## config.mk

```make
export PLATFORM = sky130hd
export DESIGN_NAME = xtea_round_engine_flat
export DESIGN_NICKNAME = d
export VERILOG_FILES = /design/src/rtl/xtea_pkg.sv /design/src/rtl/xtea_round_engine_if.sv /design/src/rtl/xtea_round_engine_key_sel.sv /design/src/rtl/xtea_round_engine.sv /design/src/flat_wrapper.sv
export SDC_FILE = /design/constraint.sdc
export NUM_CORES = 1
export LEC_CHECK = 0
export CAP_MARGIN = 30
export CELL_PAD_IN_SITES_DETAIL_PLACEMENT = 1
export CELL_PAD_IN_SITES_GLOBAL_PLACEMENT = 2
export CORE_MARGIN = 3
export CORE_UTILIZATION = 31
export CTS_CLUSTER_DIAMETER = 30
export DETAILED_ROUTE_END_ITERATION = 8
export PLACE_DENSITY_LB_ADDON = 0.3
export SYNTH_ARGS = -nofsm -noshare
export SYNTH_HDL_FRONTEND = slang
export SYNTH_HIERARCHICAL = 1
export SYNTH_SLANG_ARGS = --single-unit
```

## constraint.sdc

```tcl
create_clock -name clk -period 8.7 [get_ports clk]
set_input_delay 1.74 -clock clk [delete_from_list [all_inputs] [get_ports clk]]
set_output_delay 1.74 -clock clk [all_outputs]
set_load 0.005 [all_outputs]
```

## src/rtl/xtea_pkg.sv

```systemverilog
// Shared types, constants and the XTEA mixing function for the round engine.
package xtea_pkg;

  typedef logic [31:0] word_t;
  typedef logic [63:0] block_t;

  localparam word_t       XTEA_DELTA          = 32'h9E3779B9;
  localparam int unsigned XTEA_ROUNDS_DEFAULT = 32;

  typedef logic [1:0] state_t;
  localparam state_t IDLE = 2'd0;
  localparam state_t RUN  = 2'd1;
  localparam state_t DONE = 2'd2;

  // F(x) = ((x << 4) ^ (x >> 5)) + x, mod 2^32
  function automatic word_t xtea_mix(input word_t x);
    return ((x << 4) ^ (x >> 5)) + x;
  endfunction

endpackage

```

## src/rtl/xtea_round_engine_if.sv

```systemverilog
// Block/key input and result output handshake bundle for the XTEA round engine.
interface xtea_round_engine_if;
  import xtea_pkg::*;

  logic         in_valid;
  logic         in_ready;
  logic         mode;
  logic [127:0] key_in;
  block_t       data_in;
  logic         out_valid;
  logic         out_ready;
  block_t       data_out;

  modport master (
    output in_valid, mode, key_in, data_in, out_ready,
    input  in_ready, out_valid, data_out
  );

  modport slave (
    input  in_valid, mode, key_in, data_in, out_ready,
    output in_ready, out_valid, data_out
  );

endinterface

```

## src/rtl/xtea_round_engine_key_sel.sv

```systemverilog
// Key-segment selector: picks k[sum & 3] (y_z_switch=0) or k[(sum >> 11) & 3] (y_z_switch=1).
module xtea_round_engine_key_sel
  import xtea_pkg::*;
(
  input  logic [127:0] key,
  input  word_t        sum,
  input  logic         y_z_switch,
  output word_t        key_segment
);

  logic [1:0] idx_c;

  assign idx_c       = y_z_switch ? 2'((sum >> 11) & 32'd3) : 2'(sum & 32'd3);
  assign key_segment = key[{idx_c, 5'd0} +: 32];

endmodule

```

## src/rtl/xtea_round_engine.sv

```systemverilog
// Iterative XTEA encrypt/decrypt engine, one half-round per clock by default.
// Define XTEA_FULL_ROUND_EN to compute a full round (both halves) per clock.
module xtea_round_engine
  import xtea_pkg::*;
#(
  parameter int unsigned NUM_ROUNDS = XTEA_ROUNDS_DEFAULT,
  parameter word_t       DELTA      = XTEA_DELTA
) (
  input  logic                clk,
  input  logic                rst_n,
  xtea_round_engine_if.slave  bus
);

  localparam int unsigned      CNT_W        = 7;
  localparam word_t            SUM_DEC_INIT = 32'(64'(DELTA) * 64'(NUM_ROUNDS));
  localparam logic [CNT_W-1:0] LAST_CNT     = CNT_W'(NUM_ROUNDS - 1);

  state_t           state_q, state_d;
  logic             in_ready_q, in_ready_d;
  logic             out_valid_q, out_valid_d;
  block_t           data_out_q, data_out_d;
  word_t            v0_q, v0_d;
  word_t            v1_q, v1_d;
  word_t            sum_q, sum_d;
  logic [127:0]     key_q, key_d;
  logic             mode_q, mode_d;
  logic [CNT_W-1:0] cnt_q, cnt_d;

  // Datapath results for the current RUN cycle
  word_t v0_h_c, v1_h_c, sum_h_c;
  logic  last_c;

`ifdef XTEA_FULL_ROUND_EN
  word_t sum1_c;
  word_t sel0_sum_c, sel1_sum_c;
  word_t kseg0_c, kseg1_c;

  // Second half uses the sum after this round's DELTA step in either direction
  assign sum1_c     = mode_q ? (sum_q - DELTA) : (sum_q + DELTA);
  assign sel0_sum_c = mode_q ? sum1_c : sum_q;
  assign sel1_sum_c = mode_q ? sum_q  : sum1_c;

  xtea_round_engine_key_sel u_key_sel_y (
    .key         (key_q),
    .sum         (sel0_sum_c),
    .y_z_switch  (1'b0),
    .key_segment (kseg0_c)
  );

  xtea_round_engine_key_sel u_key_sel_z (
    .key         (key_q),
    .sum         (sel1_sum_c),
    .y_z_switch  (1'b1),
    .key_segment (kseg1_c)
  );

  always_comb begin
    v0_h_c  = v0_q;
    v1_h_c  = v1_q;
    sum_h_c = sum1_c;
    if (!mode_q) begin
      v0_h_c = v0_q + (xtea_mix(v1_q) ^ (sel0_sum_c + kseg0_c));
      v1_h_c = v1_q + (xtea_mix(v0_h_c) ^ (sel1_sum_c + kseg1_c));
    end else begin
      v1_h_c = v1_q - (xtea_mix(v0_q) ^ (sel1_sum_c + kseg1_c));
      v0_h_c = v0_q - (xtea_mix(v1_h_c) ^ (sel0_sum_c + kseg0_c));
    end
  end

  assign last_c = (cnt_q == LAST_CNT);
`else
  logic  half_q, half_d;
  logic  yz_c;
  word_t kseg_c;
  word_t f_c;

  // Encrypt half 0 and decrypt half 1 work on v0 (selector 0); the others on v1
  assign yz_c = mode_q ^ half_q;

  xtea_round_engine_key_sel u_key_sel (
    .key         (key_q),
    .sum         (sum_q),
    .y_z_switch  (yz_c),
    .key_segment (kseg_c)
  );

  assign f_c = xtea_mix(yz_c ? v0_q : v1_q) ^ (sum_q + kseg_c);

  always_comb begin
    v0_h_c  = v0_q;
    v1_h_c  = v1_q;
    sum_h_c = sum_q;
    case ({mode_q, half_q})
      2'b00: begin
        v0_h_c  = v0_q + f_c;
        sum_h_c = sum_q + DELTA;
      end
      2'b01: v1_h_c = v1_q + f_c;
      2'b10: begin
        v1_h_c  = v1_q - f_c;
        sum_h_c = sum_q - DELTA;
      end
      default: v0_h_c = v0_q - f_c;
    endcase
  end

  assign last_c = half_q && (cnt_q == LAST_CNT);
`endif

  // Next-state and registered-output logic
  always_comb begin
    state_d     = state_q;
    out_valid_d = out_valid_q;
    data_out_d  = data_out_q;
    v0_d        = v0_q;
    v1_d        = v1_q;
    sum_d       = sum_q;
    key_d       = key_q;
    mode_d      = mode_q;
    cnt_d       = cnt_q;
`ifndef XTEA_FULL_ROUND_EN
    half_d      = half_q;
`endif

    case (state_q)
      IDLE: begin
        if (bus.in_valid && in_ready_q) begin
          key_d   = bus.key_in;
          mode_d  = bus.mode;
          v0_d    = bus.data_in[63:32];
          v1_d    = bus.data_in[31:0];
          sum_d   = bus.mode ? SUM_DEC_INIT : '0;
          cnt_d   = '0;
`ifndef XTEA_FULL_ROUND_EN
          half_d  = 1'b0;
`endif
          state_d = RUN;
        end
      end
      RUN: begin
        v0_d  = v0_h_c;
        v1_d  = v1_h_c;
        sum_d = sum_h_c;
`ifdef XTEA_FULL_ROUND_EN
        cnt_d = cnt_q + CNT_W'(1);
`else
        half_d = ~half_q;
        if (half_q) cnt_d = cnt_q + CNT_W'(1);
`endif
        if (last_c) begin
          data_out_d  = {v0_h_c, v1_h_c};
          out_valid_d = 1'b1;
          state_d     = DONE;
        end
      end
      DONE: begin
        if (bus.out_ready) begin
          out_valid_d = 1'b0;
          state_d     = IDLE;
        end
      end
      default: state_d = IDLE;
    endcase

    in_ready_d = (state_d == IDLE);
  end

  always_ff @(posedge clk or negedge rst_n) begin
    if (!rst_n) begin
      state_q     <= IDLE;
      in_ready_q  <= 1'b1;
      out_valid_q <= 1'b0;
      data_out_q  <= '0;
      v0_q        <= '0;
      v1_q        <= '0;
      sum_q       <= '0;
      key_q       <= '0;
      mode_q      <= 1'b0;
      cnt_q       <= '0;
`ifndef XTEA_FULL_ROUND_EN
      half_q      <= 1'b0;
`endif
    end else begin
      state_q     <= state_d;
      in_ready_q  <= in_ready_d;
      out_valid_q <= out_valid_d;
      data_out_q  <= data_out_d;
      v0_q        <= v0_d;
      v1_q        <= v1_d;
      sum_q       <= sum_d;
      key_q       <= key_d;
      mode_q      <= mode_d;
      cnt_q       <= cnt_d;
`ifndef XTEA_FULL_ROUND_EN
      half_q      <= half_d;
`endif
    end
  end

  assign bus.in_ready  = in_ready_q;
  assign bus.out_valid = out_valid_q;
  assign bus.data_out  = data_out_q;

endmodule
```

## src/flat_wrapper.sv

```systemverilog
// flat-port wrapper written by rule: the top's interface ports become plain ports
module xtea_round_engine_flat import xtea_pkg::*;
#(
  parameter int unsigned NUM_ROUNDS = XTEA_ROUNDS_DEFAULT,
  parameter word_t       DELTA      = XTEA_DELTA
)
  (clk, rst_n, bus_in_valid, bus_mode, bus_key_in, bus_data_in, bus_out_ready, bus_in_ready, bus_out_valid, bus_data_out);
  xtea_round_engine_if bus_i ();
  input  logic clk;
  input  logic rst_n;
  input wire logic [$bits(bus_i.in_valid)-1:0] bus_in_valid;
  input wire logic [$bits(bus_i.mode)-1:0] bus_mode;
  input wire logic [$bits(bus_i.key_in)-1:0] bus_key_in;
  input wire logic [$bits(bus_i.data_in)-1:0] bus_data_in;
  input wire logic [$bits(bus_i.out_ready)-1:0] bus_out_ready;
  output wire logic [$bits(bus_i.in_ready)-1:0] bus_in_ready;
  output wire logic [$bits(bus_i.out_valid)-1:0] bus_out_valid;
  output wire logic [$bits(bus_i.data_out)-1:0] bus_data_out;
  assign bus_i.in_valid = bus_in_valid;
  assign bus_i.mode = bus_mode;
  assign bus_i.key_in = bus_key_in;
  assign bus_i.data_in = bus_data_in;
  assign bus_i.out_ready = bus_out_ready;
  assign bus_in_ready = bus_i.in_ready;
  assign bus_out_valid = bus_i.out_valid;
  assign bus_data_out = bus_i.data_out;
  xtea_round_engine #(.NUM_ROUNDS(NUM_ROUNDS), .DELTA(DELTA)) u_core (.clk(clk), .rst_n(rst_n), .bus(bus_i));
endmodule
```

==> results by group, run 1 <==
Timing
  – Maximum achievable frequency: 0.122 GHz
  – Slew Viols, Final: 0
  – Endpoints failing setup: 0
  – Worst-margin pin slew: 0.960 ns
  – Slew margin rel.: 0.360
  – Unrepaired setup endpoints after global routing: false
  – Fin crit period: 8.22 ns
  – Clock Skew: 0.0276 ns
  – Period Utilization, post-route: 0.945
  – TNS Setup: 0 ns
  – Final Hold Vio Count: 0

Detailed routing
  – Routed Antenna Nets: 0
  – Final wirelength: 79,200 µm
  – Drt drc: 0
  – First-pass DRT Iterations: 5
  – Routed WL per cell: 20.0 µm
  – Iter 0 DRT Violations: 991
  – Vias: 20,643
  – Via density: 5.20

Job
  – MaxCap Viol Count: 0

Synth
  – Synth Cell Area: 22,400 µm²
  – Post-synth cell types: 93
  – Post-synth ARST share: 1.00
  – Post-synth net total: 2,995
  – Post-Syn Instances: 2,638
  – EDFF count, synth: 0
  – Synth Area per Inst: 8.48 µm²
  – Sequential fraction of the synthesis area: 0.337
  – Top_reg_cell synth: dfrtp_1
  – Yosys reg bits: 301
  – Warnings, synthesis: 6

Setup path
  – WS Path Type: reg2reg
  – Critical R2R Launch: u_core/half_q$_DFFE_PN0P_
  – Crit Path Max Fanout: 108
  – Reg2reg setup slack: 0.48 ns
  – Worst reg2reg path depth: 33
  – Critical Path Source Type: flip-flop
  – Slowest-stage cell, CP: ha_1
  – RR Endpoint: u_core/bus.data_out[63]$_DFFE_PN0P_
  – CP required: 9.21 ns
  – Max incr delay on CP: 0.43 ns
  – Worst path arrival time: 8.73 ns
  – Crit end category: flip-flop

Placement
  – Gpl congestion: 0.860
  – Number of port buffers: 262
  – Post-DP HPWL: 60,900 µm

Floorplanning
  – Die height: 275 µm
  – I/O pin count: 263
  – Core footprint: 70,800 µm²
  – Row Count: 97
  – Die span in x: 275 µm
  – Die ar.: 75,400 µm²
  – Initial Util: 0.316

Clock network
  – Clock Tree Buf Depth: 3
  – Clock Root Buffer: clkbuf_16
  – Worst-Skew Late Latency: 0.61 ns
  – CTS Sinks: 301
  – CTS tree: done
  – CTS H-Tree Depth: 3
  – Number of buffers created by CTS: 83
  – CTS clk-pin slew, worst paths: 0.04 ns

Global routing
  – Pin count of the biggest net entering global routing: 133
  – Initial antenna violation count: 1
  – Global-route wire length before repair: 125,000 µm
  – Number of global-route vias before repair: 22,314
  – Global Route Usage Sum: 0.209
  – Total gr overflow: 0

Min path
  – Hold EP: u_core/key_q[53]$_DFFE_PN0P_
  – Min-delay src: u_core/key_q[53]$_DFFE_PN0P_
  – Worst Hold Depth: 2
  – Hold Path Class: reg2reg

Finish
  – Share of cells above drive strength 1: 0.105
  – Most frequent cells in the layout: nand2_1 (592), dfrtp_1 (299), clkdlybuf4s50_1 (261)
  – Area growth, synth to finish: 32.4%
  – Layout net count: 3,320
  – N_diodes: 0
  – Commonest non-fill, non-tap cell in the layout: nand2_1

Outcome
  – Status: finished clean
-- registers in the layout, summed over array words and instances (netlist names), 2 cells and up --
name / count
u_core/v1_q: 32
u_core/sum_q: 32
u_core/bus.data_out: 64
u_core/cnt_q: 7
u_core/key_q: 128
u_core/state_q: 2
u_core/v0_q: 32
-- final cells by class --
class | count | area (µm²)
inverters | 62 | 235
repair buffers | 353 | 3380
well taps | 940 | 1180
clock inverters | 50 | 716
clock buffers | 103 | 2340
fillers | 8148 | 41200
multi-input cells | 2162 | 14200
flip-flops and latches | 301 | 7530
-- worst max-delay path, delay by kind of cell (launching register included) --
family          cells  cell delay [ns]
compound gates     14             3.20
simple gates        8             1.77
fa+ha+maj           3             1.09
xor+xnor            4             0.83
buf+inv             4             0.66
flops               1             0.42
-- cells in the mapped netlist, drive strengths merged, types with 6 or more instances --
master  instances  area (µm²)
xnor2         164        1440
mux4           32         728
xnor3           8         180
nor2b          41         257
xor2           88         771
mux2i          12         136
a31oi          31         224
a22oi          62         465
nand3          31         155
o21a           15         113
a211oi         14         105
a21o           73         548
o31ai          10        75.1
a31o            6        52.6
nand2         593        2230
clkbuf         93         350
nor2          171         642
or3            14        97.6
and3           20         125
ha            156        1950
nor3           29         150
or2             6        37.5
o21bai         30         225
a21oi         205        1030
o21ai         192         965
and2           10        65.1
nand4           8        50.1
buf            20         129
dfrtp         300        7510
nand2b         18         113
inv            61         231
o211ai         21         171
-- routing by layer --
metal,track usage,vias up,share of wire
met4,0.0672,2,0.024
met2,0.342,480,0.46
met1,0.283,10088,0.47
li1,-,9953,-
met5,0,-,0.00025
met3,0.0331,120,0.045
-- how the worst max path moves through the flow --
stage / to / startpoint / slack (ns)
final: u_core/bus.data_out[63]$_DFFE_PN0P_ / u_core/half_q$_DFFE_PN0P_ / 0.48
after global routing: u_core/bus.data_out[63]$_DFFE_PN0P_ / u_core/half_q$_DFFE_PN0P_ / 0.0004
after CTS: u_core/bus.data_out[63]$_DFFE_PN0P_ / u_core/half_q$_DFFE_PN0P_ / 0.15
after detailed placement: u_core/bus.data_out[63]$_DFFE_PN0P_ / u_core/half_q$_DFFE_PN0P_ / 0.21
after global placement: u_core/bus.data_out[63]$_DFFE_PN0P_ / u_core/half_q$_DFFE_PN0P_ / 0.39
after floorplan: u_core/bus.data_out[63]$_DFFE_PN0P_ / u_core/half_q$_DFFE_PN0P_ / 0.28
-- through the flow --
step,hold WS (ns),instances,instance area (µm²),worst slack (ns),util
final,0.465,3971,29600,0.477,0.418
after global routing,0.482,3971,29600,0.000419,0.418
after CTS,0.468,3966,29500,0.150,0.417
after detailed placement,0.459,3813,26400,0.214,0.374
after global placement,0.453,3813,26400,0.393,0.374
after floorplan,0.437,2638,22400,0.279,-
-- cells by family after synthesis --
group | count (synthesis) | synth area share
AO/OA/AOI/OAI | 718 | 0.203
XOR/XNOR | 261 | 0.108
adder cells (fa/ha/maj) | 160 | 0.0909
buffers and inverters | 175 | 0.0320
flip-flops | 301 | 0.337
multiplexers | 47 | 0.0402
AND/OR/NAND/NOR | 976 | 0.189
-- timing repair --
item	CTS	global route
buffers inserted	0	4
hold buffers	0	0
resized for setup	0	9
endpoints found under the hold margin	0	0
endpoints found under the setup margin	0	8
Power of run 1 is not shown: default switching activity piles up to over one toggle a cycle in this logic, so the estimate is an artifact.
==> inputs of run 2 (changes only) <==
--- a/config.mk
+++ b/config.mk
@@ -11,6 +11,7 @@
 export CORE_MARGIN = 3
 export CORE_UTILIZATION = 31
 export CTS_CLUSTER_DIAMETER = 30
+export CTS_CLUSTER_SIZE = 12
 export DETAILED_ROUTE_END_ITERATION = 8
 export PLACE_DENSITY_LB_ADDON = 0.3
 export SYNTH_ARGS = -nofsm -noshare
==> results of run 2 <==
Same layout as run 1: the final DEF is identical, and so are final timing and power.
Power of run 2 is left out for the same reason.
